## config.mk

```make
export PLATFORM = sky130hd
export DESIGN_NAME = wshb_rr_arbiter_flat
export DESIGN_NICKNAME = d
export VERILOG_FILES = /design/src/rtl/wshb_rr_arbiter_if.sv /design/src/rtl/wshb_rr_arbiter.sv /design/src/flat_wrapper.sv
export SDC_FILE = /design/constraint.sdc
export NUM_CORES = 1
export LEC_CHECK = 0
export ABC_AREA = 1
export CORE_AREA = 8 8 131 133
export CTS_BUF_LIST = sky130_fd_sc_hd__clkbuf_16
export CTS_CLUSTER_SIZE = 30
export DETAILED_ROUTE_END_ITERATION = 16
export DIE_AREA = 0 0 139 141
export DONT_BUFFER_PORTS = 1
export PLACE_DENSITY = 0.49
export RECOVER_POWER = 25
export SYNTH_ARGS = -nofsm -noshare
export SYNTH_HDL_FRONTEND = slang
export SYNTH_SLANG_ARGS = --single-unit
```

## constraint.sdc

```tcl
create_clock -name sys_clk -period 1.7 [get_ports sys_clk]
set_input_delay 0.17 -clock sys_clk [delete_from_list [all_inputs] [get_ports sys_clk]]
set_output_delay 0.17 -clock sys_clk [all_outputs]
set_load 0.01 [all_outputs]
```

## src/rtl/wshb_rr_arbiter_if.sv

```systemverilog
// Wishbone B4 bus bundle shared by the SDRAM masters and the SDRAM slave port.
interface wshb_if #(
  parameter int unsigned DATA_BYTES = 4
);
  logic                    cyc;
  logic                    stb;
  logic                    we;
  logic [31:0]             adr;
  logic [DATA_BYTES*8-1:0] dat_ms;
  logic [DATA_BYTES*8-1:0] dat_sm;
  logic [DATA_BYTES-1:0]   sel;
  logic [2:0]              cti;
  logic [1:0]              bte;
  logic                    ack;
  logic                    err;
  logic                    rty;

  modport master (
    output cyc, stb, we, adr, dat_ms, sel, cti, bte,
    input  ack, err, rty, dat_sm
  );

  modport slave (
    input  cyc, stb, we, adr, dat_ms, sel, cti, bte,
    output ack, err, rty, dat_sm
  );
endinterface

```

## src/rtl/wshb_rr_arbiter.sv

```systemverilog
// Round-robin two-master Wishbone arbiter for the SDRAM port, with a per-grant
// hold limit that only preempts the holder on a completed classic/end-of-burst beat.
module wshb_rr_arbiter #(
  parameter int unsigned DATA_BYTES = 4,
  parameter int unsigned MAX_HOLD   = 64
) (
  input  logic        sys_clk,
  input  logic        sys_rst,
  wshb_if.slave       wshb_ifs_m0,
  wshb_if.slave       wshb_ifs_m1,
  wshb_if.master      wshb_ifm_sdram,
  output logic [1:0]  gnt,
  output logic [15:0] preempt_cnt
);

  localparam int unsigned DW      = DATA_BYTES * 8;
  localparam int unsigned CNT_W   = 16;
  localparam logic [CNT_W-1:0] HOLD_LIM = CNT_W'(MAX_HOLD);
  localparam logic [CNT_W-1:0] CNT_MAX  = '1;

  typedef enum logic [1:0] {
    IDLE = 2'b00,
    G0   = 2'b01,
    G1   = 2'b10
  } state_t;

  state_t            state_q, state_d;
  logic              last_q, last_d;
  logic [CNT_W-1:0]  hold_q, hold_d;
  logic [CNT_W-1:0]  preempt_d;
  logic              req0, req1;
  logic              bound0, bound1;
  logic              force0_c, force1_c;

  assign req0 = wshb_ifs_m0.cyc;
  assign req1 = wshb_ifs_m1.cyc;

  // A beat is a legal preemption point only when it completes a classic cycle or ends a burst.
  assign bound0 = (wshb_ifs_m0.cti == 3'b000) || (wshb_ifs_m0.cti == 3'b111);
  assign bound1 = (wshb_ifs_m1.cti == 3'b000) || (wshb_ifs_m1.cti == 3'b111);

  assign force0_c = (hold_q >= HOLD_LIM) && req1 && wshb_ifm_sdram.ack && bound0;
  assign force1_c = (hold_q >= HOLD_LIM) && req0 && wshb_ifm_sdram.ack && bound1;

  // State, fairness pointer and counters
  always_ff @(posedge sys_clk or negedge sys_rst) begin
    if (!sys_rst) begin
      state_q     <= IDLE;
      last_q      <= 1'b1;
      hold_q      <= '0;
      preempt_cnt <= '0;
    end else begin
      state_q     <= state_d;
      last_q      <= last_d;
      hold_q      <= hold_d;
      preempt_cnt <= preempt_d;
    end
  end

  // Next-state: a dropped cyc is always a normal release, even if the force condition also holds
  always_comb begin
    state_d   = state_q;
    last_d    = last_q;
    hold_d    = hold_q;
    preempt_d = preempt_cnt;
    unique case (state_q)
      IDLE: begin
        hold_d = '0;
        if (req0 && !req1) begin
          state_d = G0;
        end else if (req1 && !req0) begin
          state_d = G1;
        end else if (req0 && req1) begin
          state_d = last_q ? G0 : G1;
        end
      end
      G0: begin
        if (!req0 || force0_c) begin
          state_d = IDLE;
          last_d  = 1'b0;
          hold_d  = '0;
          if (req0 && preempt_cnt != CNT_MAX) begin
            preempt_d = preempt_cnt + CNT_W'(1);
          end
        end else if (hold_q < HOLD_LIM) begin
          hold_d = hold_q + CNT_W'(1);
        end
      end
      G1: begin
        if (!req1 || force1_c) begin
          state_d = IDLE;
          last_d  = 1'b1;
          hold_d  = '0;
          if (req1 && preempt_cnt != CNT_MAX) begin
            preempt_d = preempt_cnt + CNT_W'(1);
          end
        end else if (hold_q < HOLD_LIM) begin
          hold_d = hold_q + CNT_W'(1);
        end
      end
      default: begin
        state_d = IDLE;
      end
    endcase
  end

  assign gnt = state_q;

  // Read data is broadcast; only the holder ever sees a handshake
  assign wshb_ifs_m0.dat_sm = wshb_ifm_sdram.dat_sm;
  assign wshb_ifs_m1.dat_sm = wshb_ifm_sdram.dat_sm;

  // Registered-grant, combinational request/response mux
  always_comb begin
    wshb_ifm_sdram.cyc    = 1'b0;
    wshb_ifm_sdram.stb    = 1'b0;
    wshb_ifm_sdram.we     = 1'b0;
    wshb_ifm_sdram.adr    = 32'(0);
    wshb_ifm_sdram.dat_ms = DW'(0);
    wshb_ifm_sdram.sel    = DATA_BYTES'(0);
    wshb_ifm_sdram.cti    = 3'b000;
    wshb_ifm_sdram.bte    = 2'b00;
    wshb_ifs_m0.ack       = 1'b0;
    wshb_ifs_m0.err       = 1'b0;
    wshb_ifs_m0.rty       = 1'b0;
    wshb_ifs_m1.ack       = 1'b0;
    wshb_ifs_m1.err       = 1'b0;
    wshb_ifs_m1.rty       = 1'b0;
    unique case (state_q)
      G0: begin
        wshb_ifm_sdram.cyc    = wshb_ifs_m0.cyc;
        wshb_ifm_sdram.stb    = wshb_ifs_m0.stb;
        wshb_ifm_sdram.we     = wshb_ifs_m0.we;
        wshb_ifm_sdram.adr    = wshb_ifs_m0.adr;
        wshb_ifm_sdram.dat_ms = wshb_ifs_m0.dat_ms;
        wshb_ifm_sdram.sel    = wshb_ifs_m0.sel;
        wshb_ifm_sdram.cti    = wshb_ifs_m0.cti;
        wshb_ifm_sdram.bte    = wshb_ifs_m0.bte;
        wshb_ifs_m0.ack       = wshb_ifm_sdram.ack;
        wshb_ifs_m0.err       = wshb_ifm_sdram.err;
        wshb_ifs_m0.rty       = wshb_ifm_sdram.rty;
      end
      G1: begin
        wshb_ifm_sdram.cyc    = wshb_ifs_m1.cyc;
        wshb_ifm_sdram.stb    = wshb_ifs_m1.stb;
        wshb_ifm_sdram.we     = wshb_ifs_m1.we;
        wshb_ifm_sdram.adr    = wshb_ifs_m1.adr;
        wshb_ifm_sdram.dat_ms = wshb_ifs_m1.dat_ms;
        wshb_ifm_sdram.sel    = wshb_ifs_m1.sel;
        wshb_ifm_sdram.cti    = wshb_ifs_m1.cti;
        wshb_ifm_sdram.bte    = wshb_ifs_m1.bte;
        wshb_ifs_m1.ack       = wshb_ifm_sdram.ack;
        wshb_ifs_m1.err       = wshb_ifm_sdram.err;
        wshb_ifs_m1.rty       = wshb_ifm_sdram.rty;
      end
      default: begin
      end
    endcase
  end

endmodule

```

## src/flat_wrapper.sv

```systemverilog
// flat-port wrapper written by rule: the top's interface ports become plain ports
module wshb_rr_arbiter_flat 
#(
  parameter int unsigned DATA_BYTES = 4,
  parameter int unsigned MAX_HOLD   = 64
)
  (sys_clk, sys_rst, gnt, preempt_cnt, wshb_ifs_m0_cyc, wshb_ifs_m0_stb, wshb_ifs_m0_we, wshb_ifs_m0_adr, wshb_ifs_m0_dat_ms, wshb_ifs_m0_sel, wshb_ifs_m0_cti, wshb_ifs_m0_bte, wshb_ifs_m0_ack, wshb_ifs_m0_err, wshb_ifs_m0_rty, wshb_ifs_m0_dat_sm, wshb_ifs_m1_cyc, wshb_ifs_m1_stb, wshb_ifs_m1_we, wshb_ifs_m1_adr, wshb_ifs_m1_dat_ms, wshb_ifs_m1_sel, wshb_ifs_m1_cti, wshb_ifs_m1_bte, wshb_ifs_m1_ack, wshb_ifs_m1_err, wshb_ifs_m1_rty, wshb_ifs_m1_dat_sm, wshb_ifm_sdram_cyc, wshb_ifm_sdram_stb, wshb_ifm_sdram_we, wshb_ifm_sdram_adr, wshb_ifm_sdram_dat_ms, wshb_ifm_sdram_sel, wshb_ifm_sdram_cti, wshb_ifm_sdram_bte, wshb_ifm_sdram_ack, wshb_ifm_sdram_err, wshb_ifm_sdram_rty, wshb_ifm_sdram_dat_sm);
  wshb_if #(.DATA_BYTES(DATA_BYTES)) wshb_ifs_m0_i ();
  wshb_if #(.DATA_BYTES(DATA_BYTES)) wshb_ifs_m1_i ();
  wshb_if #(.DATA_BYTES(DATA_BYTES)) wshb_ifm_sdram_i ();
  input  logic sys_clk;
  input  logic sys_rst;
  output logic [1:0] gnt;
  output logic [15:0] preempt_cnt;
  input wire logic [$bits(wshb_ifs_m0_i.cyc)-1:0] wshb_ifs_m0_cyc;
  input wire logic [$bits(wshb_ifs_m0_i.stb)-1:0] wshb_ifs_m0_stb;
  input wire logic [$bits(wshb_ifs_m0_i.we)-1:0] wshb_ifs_m0_we;
  input wire logic [$bits(wshb_ifs_m0_i.adr)-1:0] wshb_ifs_m0_adr;
  input wire logic [$bits(wshb_ifs_m0_i.dat_ms)-1:0] wshb_ifs_m0_dat_ms;
  input wire logic [$bits(wshb_ifs_m0_i.sel)-1:0] wshb_ifs_m0_sel;
  input wire logic [$bits(wshb_ifs_m0_i.cti)-1:0] wshb_ifs_m0_cti;
  input wire logic [$bits(wshb_ifs_m0_i.bte)-1:0] wshb_ifs_m0_bte;
  output wire logic [$bits(wshb_ifs_m0_i.ack)-1:0] wshb_ifs_m0_ack;
  output wire logic [$bits(wshb_ifs_m0_i.err)-1:0] wshb_ifs_m0_err;
  output wire logic [$bits(wshb_ifs_m0_i.rty)-1:0] wshb_ifs_m0_rty;
  output wire logic [$bits(wshb_ifs_m0_i.dat_sm)-1:0] wshb_ifs_m0_dat_sm;
  input wire logic [$bits(wshb_ifs_m1_i.cyc)-1:0] wshb_ifs_m1_cyc;
  input wire logic [$bits(wshb_ifs_m1_i.stb)-1:0] wshb_ifs_m1_stb;
  input wire logic [$bits(wshb_ifs_m1_i.we)-1:0] wshb_ifs_m1_we;
  input wire logic [$bits(wshb_ifs_m1_i.adr)-1:0] wshb_ifs_m1_adr;
  input wire logic [$bits(wshb_ifs_m1_i.dat_ms)-1:0] wshb_ifs_m1_dat_ms;
  input wire logic [$bits(wshb_ifs_m1_i.sel)-1:0] wshb_ifs_m1_sel;
  input wire logic [$bits(wshb_ifs_m1_i.cti)-1:0] wshb_ifs_m1_cti;
  input wire logic [$bits(wshb_ifs_m1_i.bte)-1:0] wshb_ifs_m1_bte;
  output wire logic [$bits(wshb_ifs_m1_i.ack)-1:0] wshb_ifs_m1_ack;
  output wire logic [$bits(wshb_ifs_m1_i.err)-1:0] wshb_ifs_m1_err;
  output wire logic [$bits(wshb_ifs_m1_i.rty)-1:0] wshb_ifs_m1_rty;
  output wire logic [$bits(wshb_ifs_m1_i.dat_sm)-1:0] wshb_ifs_m1_dat_sm;
  output wire logic [$bits(wshb_ifm_sdram_i.cyc)-1:0] wshb_ifm_sdram_cyc;
  output wire logic [$bits(wshb_ifm_sdram_i.stb)-1:0] wshb_ifm_sdram_stb;
  output wire logic [$bits(wshb_ifm_sdram_i.we)-1:0] wshb_ifm_sdram_we;
  output wire logic [$bits(wshb_ifm_sdram_i.adr)-1:0] wshb_ifm_sdram_adr;
  output wire logic [$bits(wshb_ifm_sdram_i.dat_ms)-1:0] wshb_ifm_sdram_dat_ms;
  output wire logic [$bits(wshb_ifm_sdram_i.sel)-1:0] wshb_ifm_sdram_sel;
  output wire logic [$bits(wshb_ifm_sdram_i.cti)-1:0] wshb_ifm_sdram_cti;
  output wire logic [$bits(wshb_ifm_sdram_i.bte)-1:0] wshb_ifm_sdram_bte;
  input wire logic [$bits(wshb_ifm_sdram_i.ack)-1:0] wshb_ifm_sdram_ack;
  input wire logic [$bits(wshb_ifm_sdram_i.err)-1:0] wshb_ifm_sdram_err;
  input wire logic [$bits(wshb_ifm_sdram_i.rty)-1:0] wshb_ifm_sdram_rty;
  input wire logic [$bits(wshb_ifm_sdram_i.dat_sm)-1:0] wshb_ifm_sdram_dat_sm;
  assign wshb_ifs_m0_i.cyc = wshb_ifs_m0_cyc;
  assign wshb_ifs_m0_i.stb = wshb_ifs_m0_stb;
  assign wshb_ifs_m0_i.we = wshb_ifs_m0_we;
  assign wshb_ifs_m0_i.adr = wshb_ifs_m0_adr;
  assign wshb_ifs_m0_i.dat_ms = wshb_ifs_m0_dat_ms;
  assign wshb_ifs_m0_i.sel = wshb_ifs_m0_sel;
  assign wshb_ifs_m0_i.cti = wshb_ifs_m0_cti;
  assign wshb_ifs_m0_i.bte = wshb_ifs_m0_bte;
  assign wshb_ifs_m0_ack = wshb_ifs_m0_i.ack;
  assign wshb_ifs_m0_err = wshb_ifs_m0_i.err;
  assign wshb_ifs_m0_rty = wshb_ifs_m0_i.rty;
  assign wshb_ifs_m0_dat_sm = wshb_ifs_m0_i.dat_sm;
  assign wshb_ifs_m1_i.cyc = wshb_ifs_m1_cyc;
  assign wshb_ifs_m1_i.stb = wshb_ifs_m1_stb;
  assign wshb_ifs_m1_i.we = wshb_ifs_m1_we;
  assign wshb_ifs_m1_i.adr = wshb_ifs_m1_adr;
  assign wshb_ifs_m1_i.dat_ms = wshb_ifs_m1_dat_ms;
  assign wshb_ifs_m1_i.sel = wshb_ifs_m1_sel;
  assign wshb_ifs_m1_i.cti = wshb_ifs_m1_cti;
  assign wshb_ifs_m1_i.bte = wshb_ifs_m1_bte;
  assign wshb_ifs_m1_ack = wshb_ifs_m1_i.ack;
  assign wshb_ifs_m1_err = wshb_ifs_m1_i.err;
  assign wshb_ifs_m1_rty = wshb_ifs_m1_i.rty;
  assign wshb_ifs_m1_dat_sm = wshb_ifs_m1_i.dat_sm;
  assign wshb_ifm_sdram_cyc = wshb_ifm_sdram_i.cyc;
  assign wshb_ifm_sdram_stb = wshb_ifm_sdram_i.stb;
  assign wshb_ifm_sdram_we = wshb_ifm_sdram_i.we;
  assign wshb_ifm_sdram_adr = wshb_ifm_sdram_i.adr;
  assign wshb_ifm_sdram_dat_ms = wshb_ifm_sdram_i.dat_ms;
  assign wshb_ifm_sdram_sel = wshb_ifm_sdram_i.sel;
  assign wshb_ifm_sdram_cti = wshb_ifm_sdram_i.cti;
  assign wshb_ifm_sdram_bte = wshb_ifm_sdram_i.bte;
  assign wshb_ifm_sdram_i.ack = wshb_ifm_sdram_ack;
  assign wshb_ifm_sdram_i.err = wshb_ifm_sdram_err;
  assign wshb_ifm_sdram_i.rty = wshb_ifm_sdram_rty;
  assign wshb_ifm_sdram_i.dat_sm = wshb_ifm_sdram_dat_sm;
  wshb_rr_arbiter #(.DATA_BYTES(DATA_BYTES), .MAX_HOLD(MAX_HOLD)) u_core (.sys_clk(sys_clk), .sys_rst(sys_rst), .wshb_ifs_m0(wshb_ifs_m0_i), .wshb_ifs_m1(wshb_ifs_m1_i), .wshb_ifm_sdram(wshb_ifm_sdram_i), .gnt(gnt), .preempt_cnt(preempt_cnt));
endmodule
```

* Yosys cells after proc, flatten, opt, wreduce, memory -nomap -nowiden
Index checks and enable logic that the tools add are counted.
** Operators by class
- Mux-type cells :: 33
- Eq/ne operators :: 10
- Magnitude comparators :: 2
- Reduce and logical (&&, ||, !) cells :: 25
- $add $sub $neg :: 2
** Operators by type and width (number)
- $pmux 32 s2 :: 2
- $mux 16 :: 7
- $pmux 16 s3 :: 1
- $add 16x1->16 const B :: 2
- $pmux 16 s2 :: 1
- $ge 16x7->1 const B :: 1
- $lt 16x7->1 const B :: 1
- $ne 16x16->1 const B :: 1
- $mux 2 :: 6
- $logic_and 1x1->1 :: 11
- $mux 1 :: 8
- $ne 2x1->1 const B :: 4
- $pmux 1 s2 :: 4
- $pmux 4 s2 :: 1
- $eq 3x3->1 const B :: 2
- $logic_not 3->1 :: 2
- $pmux 2 s3 :: 1
- $pmux 3 s2 :: 1
- $reduce_and 3->1 :: 2
- $reduce_and 5->1 :: 1
- $logic_or 1x1->1 :: 4
- $ne 4x1->1 const B :: 1
- $pmux 2 s2 :: 1
- $reduce_bool 3->1 :: 1
- 5 further kinds :: 6
** Word-level totals
- Output and inout bits :: 164
- Flip-flop bits (word level) :: 35
- Word-level logic and storage cells :: 76

* Longest topological paths before layout
- Depth after elaboration :: 7
- Mapped depth :: 11

* Worst setup path after synthesis
No wires, ideal clock.
- Path type :: register -> output
- Start point :: register u_core.state_q[0], in the netlist u_core.gnt[0]
- End point :: output wshb_ifm_sdram_adr[13]
- Arrival :: 1.708 ns
- Data required time :: 1.530 ns
- Setup slack :: -0.178 ns
- Cell stages (with the launch flop) :: 7
- Cells stage by stage :: dfrtp_1 inv_1 ha_1 inv_2 clkbuf_1 clkbuf_1 a21oi_1
** Between the ends
- Word-level cells in the longest chain between the ends :: 2
** RTL lines
- start: declaration :: RTL line wshb_rr_arbiter.sv:27 : state_t state_q, state_d;
- start signal: assignment :: RTL line wshb_rr_arbiter.sv:53 : state_q <= state_d;
- $eq 2x2->1 / $eq 2x1->1 (equally long branches) :: RTL line wshb_rr_arbiter.sv:129 : unique case (state_q)
- $pmux 32 s2 * :: RTL line wshb_rr_arbiter.sv:129
- end: declaration :: RTL line flat_wrapper.sv:42 : output wire logic [$bits(wshb_ifm_sdram_i.adr)-1:0] wshb_ifm_sdram_adr;
Every way passes the cells marked *; elsewhere a longest branch is shown, timed or not.

* Worst setup path in the final report
- Start point :: register u_core.state_q[0], in the netlist u_core.gnt[0]
- End point :: output wshb_ifm_sdram_adr[25]
Same word-level chain as after synthesis.

==> flow_summary.yaml <==
place:
  place_congestion: 0.908
  postPlaceCellArea_um2: 4210
  preCtsSetupSlack_ns: -0.00751
  dpl.hpwl_um: 15000
  numPortBuffers: 0
yosys:
  syn_area_per_cell_um2: 6.28
  synthCells: 621
  syn_nets: 820
  ys_types: 33
  synth_area_um2: 3900
  ys_warn_count: 0
  ys_ff_latch: 35
  yosysSeqAreaShare: 0.225
sta:
  fin_crit_sh: 1.10
  setup_viol: 89
  fin_crit_ns: 1.86
  finalSetupTns_ns: -7.93
  skew_ns: 0.00322
  finalHoldViolCount: 0
  relSlewSlack: 0.723
  maxSlewViolCount: 0
  fmax_mhz: 536
  layout_setup_ws_ns: -0.165
  fin_hold_ws_ns: 0.238
  tightest_slew_ns: 0.415
  rsz0062_at_grt: "yes"
drt:
  wl_met1_um: 7680
  ant_nets: 0
  num_vias: 4407
  wl_met2_um: 10400
  drc: 0
  avgViaCountPerCell: 5.14
  dr.max_layer_used: "met5"
  routedWlPerCell_um: 26.1
  first_pass_iters: 4
  met3_length_um: 3920
  first_iter_violations: 254
  wirelength_um: 22400
clock_tree:
  cts.sinks: 35
  cts_buffers: 5
  cts-root-buf: "clkbuf_16"
  cts_buffer_depth: 2
  clock_latency_ns: 0.28
  cts_tree: "done"
  cts-htree-levels: 2
  clk_pin_slew_ns: 0.06
critical_path:
  r2r_end: "u_core.preempt_cnt[7]"
  cpMostUsedCell: "buf_12"
  cp.arrival_ns: 1.69
  rr_startpoint: "u_core.gnt[1]"
  path_max_fanout: 11
  ff2ff_path_depth: 11
  start_kind: "flop"
  rrSetupSlack_ns: -0.03
  slowest_stage: "dfrtp_1"
  max_stage_delay_ns: 0.39
  end_kind: "output pin"
  crit_path_start: "u_core.gnt[0]"
  crit_type: "flop to output pin"
  crit_path_cell_trace: "inv_2 > ha_4 > buf_12 > buf_12 > buf_16 > nand2_1 > a21oi_1 > buf_4"
  required_ns: 1.53
global_routing:
  grt_max_degree: 36
  antenna_found_initial: 1
  grt_pass1_wl_um: 29600
  grt_overflow_total: 0
  grt_pass1_vias: 4447
  grt_usage: 0.200
status:
  violations: "negative setup slack"
  status: "finished, violations left"
pwr:
  internal_power_w: 0.00600
  clkPwrFrac: 0.090
  leakage_nw: 2.80
  share_comb_of_total_power: 0.807
  power.density_nw_per_um2: 1810
  switchingPower_w: 0.00553
  seqPwrFrac: 0.103
  finalPower_w: 0.0115
  sw_frac_of_total: 0.480
  vdd_drop_max_v: 0.000788
die:
  die_h_um: 141
  initial_core_util: 0.260
  dieArea_um2: 19600
  core_um2: 15000
  row_count: 45
  die_w_um: 139
  io_pins: 353
finish:
  final_common_cell: "nand2_1"
  post-route-cell-area_um2: 6360
  area_growth_pct: 63.1
  layout-drive-gt1-share: 0.499
  diodes: 0
  layout_common_cells: "144 x nand2_1, 71 x buf_4, 50 x nand2_2"
  fillers: 1440
  nNetsFinal: 868
min_path:
  min_path_type: "primary input to flop"
  hold_path_end: "u_core.gnt[1]"
  holdPathStages: 4
  min_from: "wshb_ifs_m0_cyc"
run:
  max_cap_violations: 0
==> final cells by class <==
cell class	instances	area [um^2]	area share
clock buffer	5	125	0.0197
clock inverter	3	38.8	0.00610
inverter	54	223	0.0350
multi-input combinational	437	3100	0.488
sequential	35	877	0.138
tap	188	235	0.0370
timing repair buffer	136	1760	0.276
==> logic make-up after synthesis <==
logic type / count (synthesis) / synth area share
AOI/OAI and AO/OA: 101 / 0.141
xor gates and xnor gates: 17 / 0.0382
adders and majority gates: 10 / 0.0321
buffers and inverters: 149 / 0.225
DFF: 35 / 0.225
and+or+nand+nor: 309 / 0.339
==> synthesized netlist by cell type <==
library cell / instances / area, um^2
nor2_2: 1 / 6.26
inv_2: 1 / 3.75
nor3_1: 2 / 10.0
inv_1: 51 / 191
nor2_8: 1 / 20.0
buf_1: 4 / 15.0
buf_8: 1 / 15.0
xor2_1: 17 / 149
a21oi_2: 1 / 8.76
nor2_4: 1 / 11.3
nand4_1: 4 / 25.0
buf_12: 1 / 20.0
nor3_4: 1 / 16.3
clkbuf_1: 18 / 67.6
nand3_2: 11 / 110
clkinv_1: 1 / 3.75
dfrtp_1: 34 / 851
clkbuf_8: 3 / 41.3
buf_6: 1 / 11.3
buf_2: 2 / 10.0
nand2_2: 4 / 25.0
o21ai_1: 2 / 10.0
nand2_4: 1 / 11.3
o21ai_0: 6 / 30.0
inv_6: 1 / 8.76
dfstp_2: 1 / 26.3
buf_4: 65 / 488
nand2_1: 223 / 837
ha_1: 10 / 125
a21oi_1: 76 / 380
nor2_1: 40 / 150
o21bai_1: 16 / 120
nand3_1: 20 / 100
==> worst max-delay path, delay by kind of cell (launching register included) <==
family | cells | cell delay [ns]
adder cells (fa/ha/maj) | 1 | 0.21
AO/OA/AOI/OAI | 1 | 0.12
flip-flops | 1 | 0.39
AND/OR/NAND/NOR | 1 | 0.06
buffers and inverters | 5 | 0.64
==> sequential cells by signal (all words and copies together) (netlist names) <==
signal and cells:
u_core.hold_q 16, u_core.preempt_cnt 16, u_core.gnt 2, u_core.last_q 1
==> power by group through the flow <==
stage / Sequential, W / Combinational [W] / Clock [W]
final: 0.00119 / 0.00930 / 0.00104
after global routing: 0.00121 / 0.00980 / 0.00110
after CTS: 0.00119 / 0.00762 / 0.00107
after detailed placement: 0.00120 / 0.00494 / 0
after global placement: 0.00119 / 0.00483 / 0
after floorplan: 0.00133 / 0.00303 / 0
==> routing by layer <==
layer / global-route usage / vias to the layer above
li1: - / 1977
met1: 0.200 / 2095
met2: 0.325 / 295
met3: 0.158 / 38
met4: 0.0399 / 2
met5: 0 / -
==> through the flow <==
step | utilization | instances
CTS | 0.368 | 838
global placement | 0.281 | 801
global route | 0.425 | 858
detailed placement | 0.281 | 801
floorplan | - | 621
finish | 0.425 | 858
==> repair_timing <==
| action | 4_1_cts | 5_1_grt |
|---|---|---|
| gates cloned | 13 | 9 |
| gates resized for setup | 159 | 132 |
| setup buffers | 14 | 11 |
| endpoints found under the setup margin | 86 | 116 |
| endpoints found under the hold margin | 35 | 0 |
| hold buffers | 2 | 0 |
| pin swaps | 18 | 35 |
==> worst max path at each step <==
stage	end	slack, ns	cells after the start
floorplan	wshb_ifm_sdram_adr[13]	-0.02	6
global placement	wshb_ifm_sdram_dat_ms[6]	0.05	6
detailed placement	u_core.preempt_cnt[3]	-0.008	9
CTS	wshb_ifm_sdram_adr[4]	-0.14	6
global route	wshb_ifm_sdram_dat_ms[9]	-0.23	8
finish	wshb_ifm_sdram_adr[25]	-0.16	8
(Power assumes the default switching activity.)
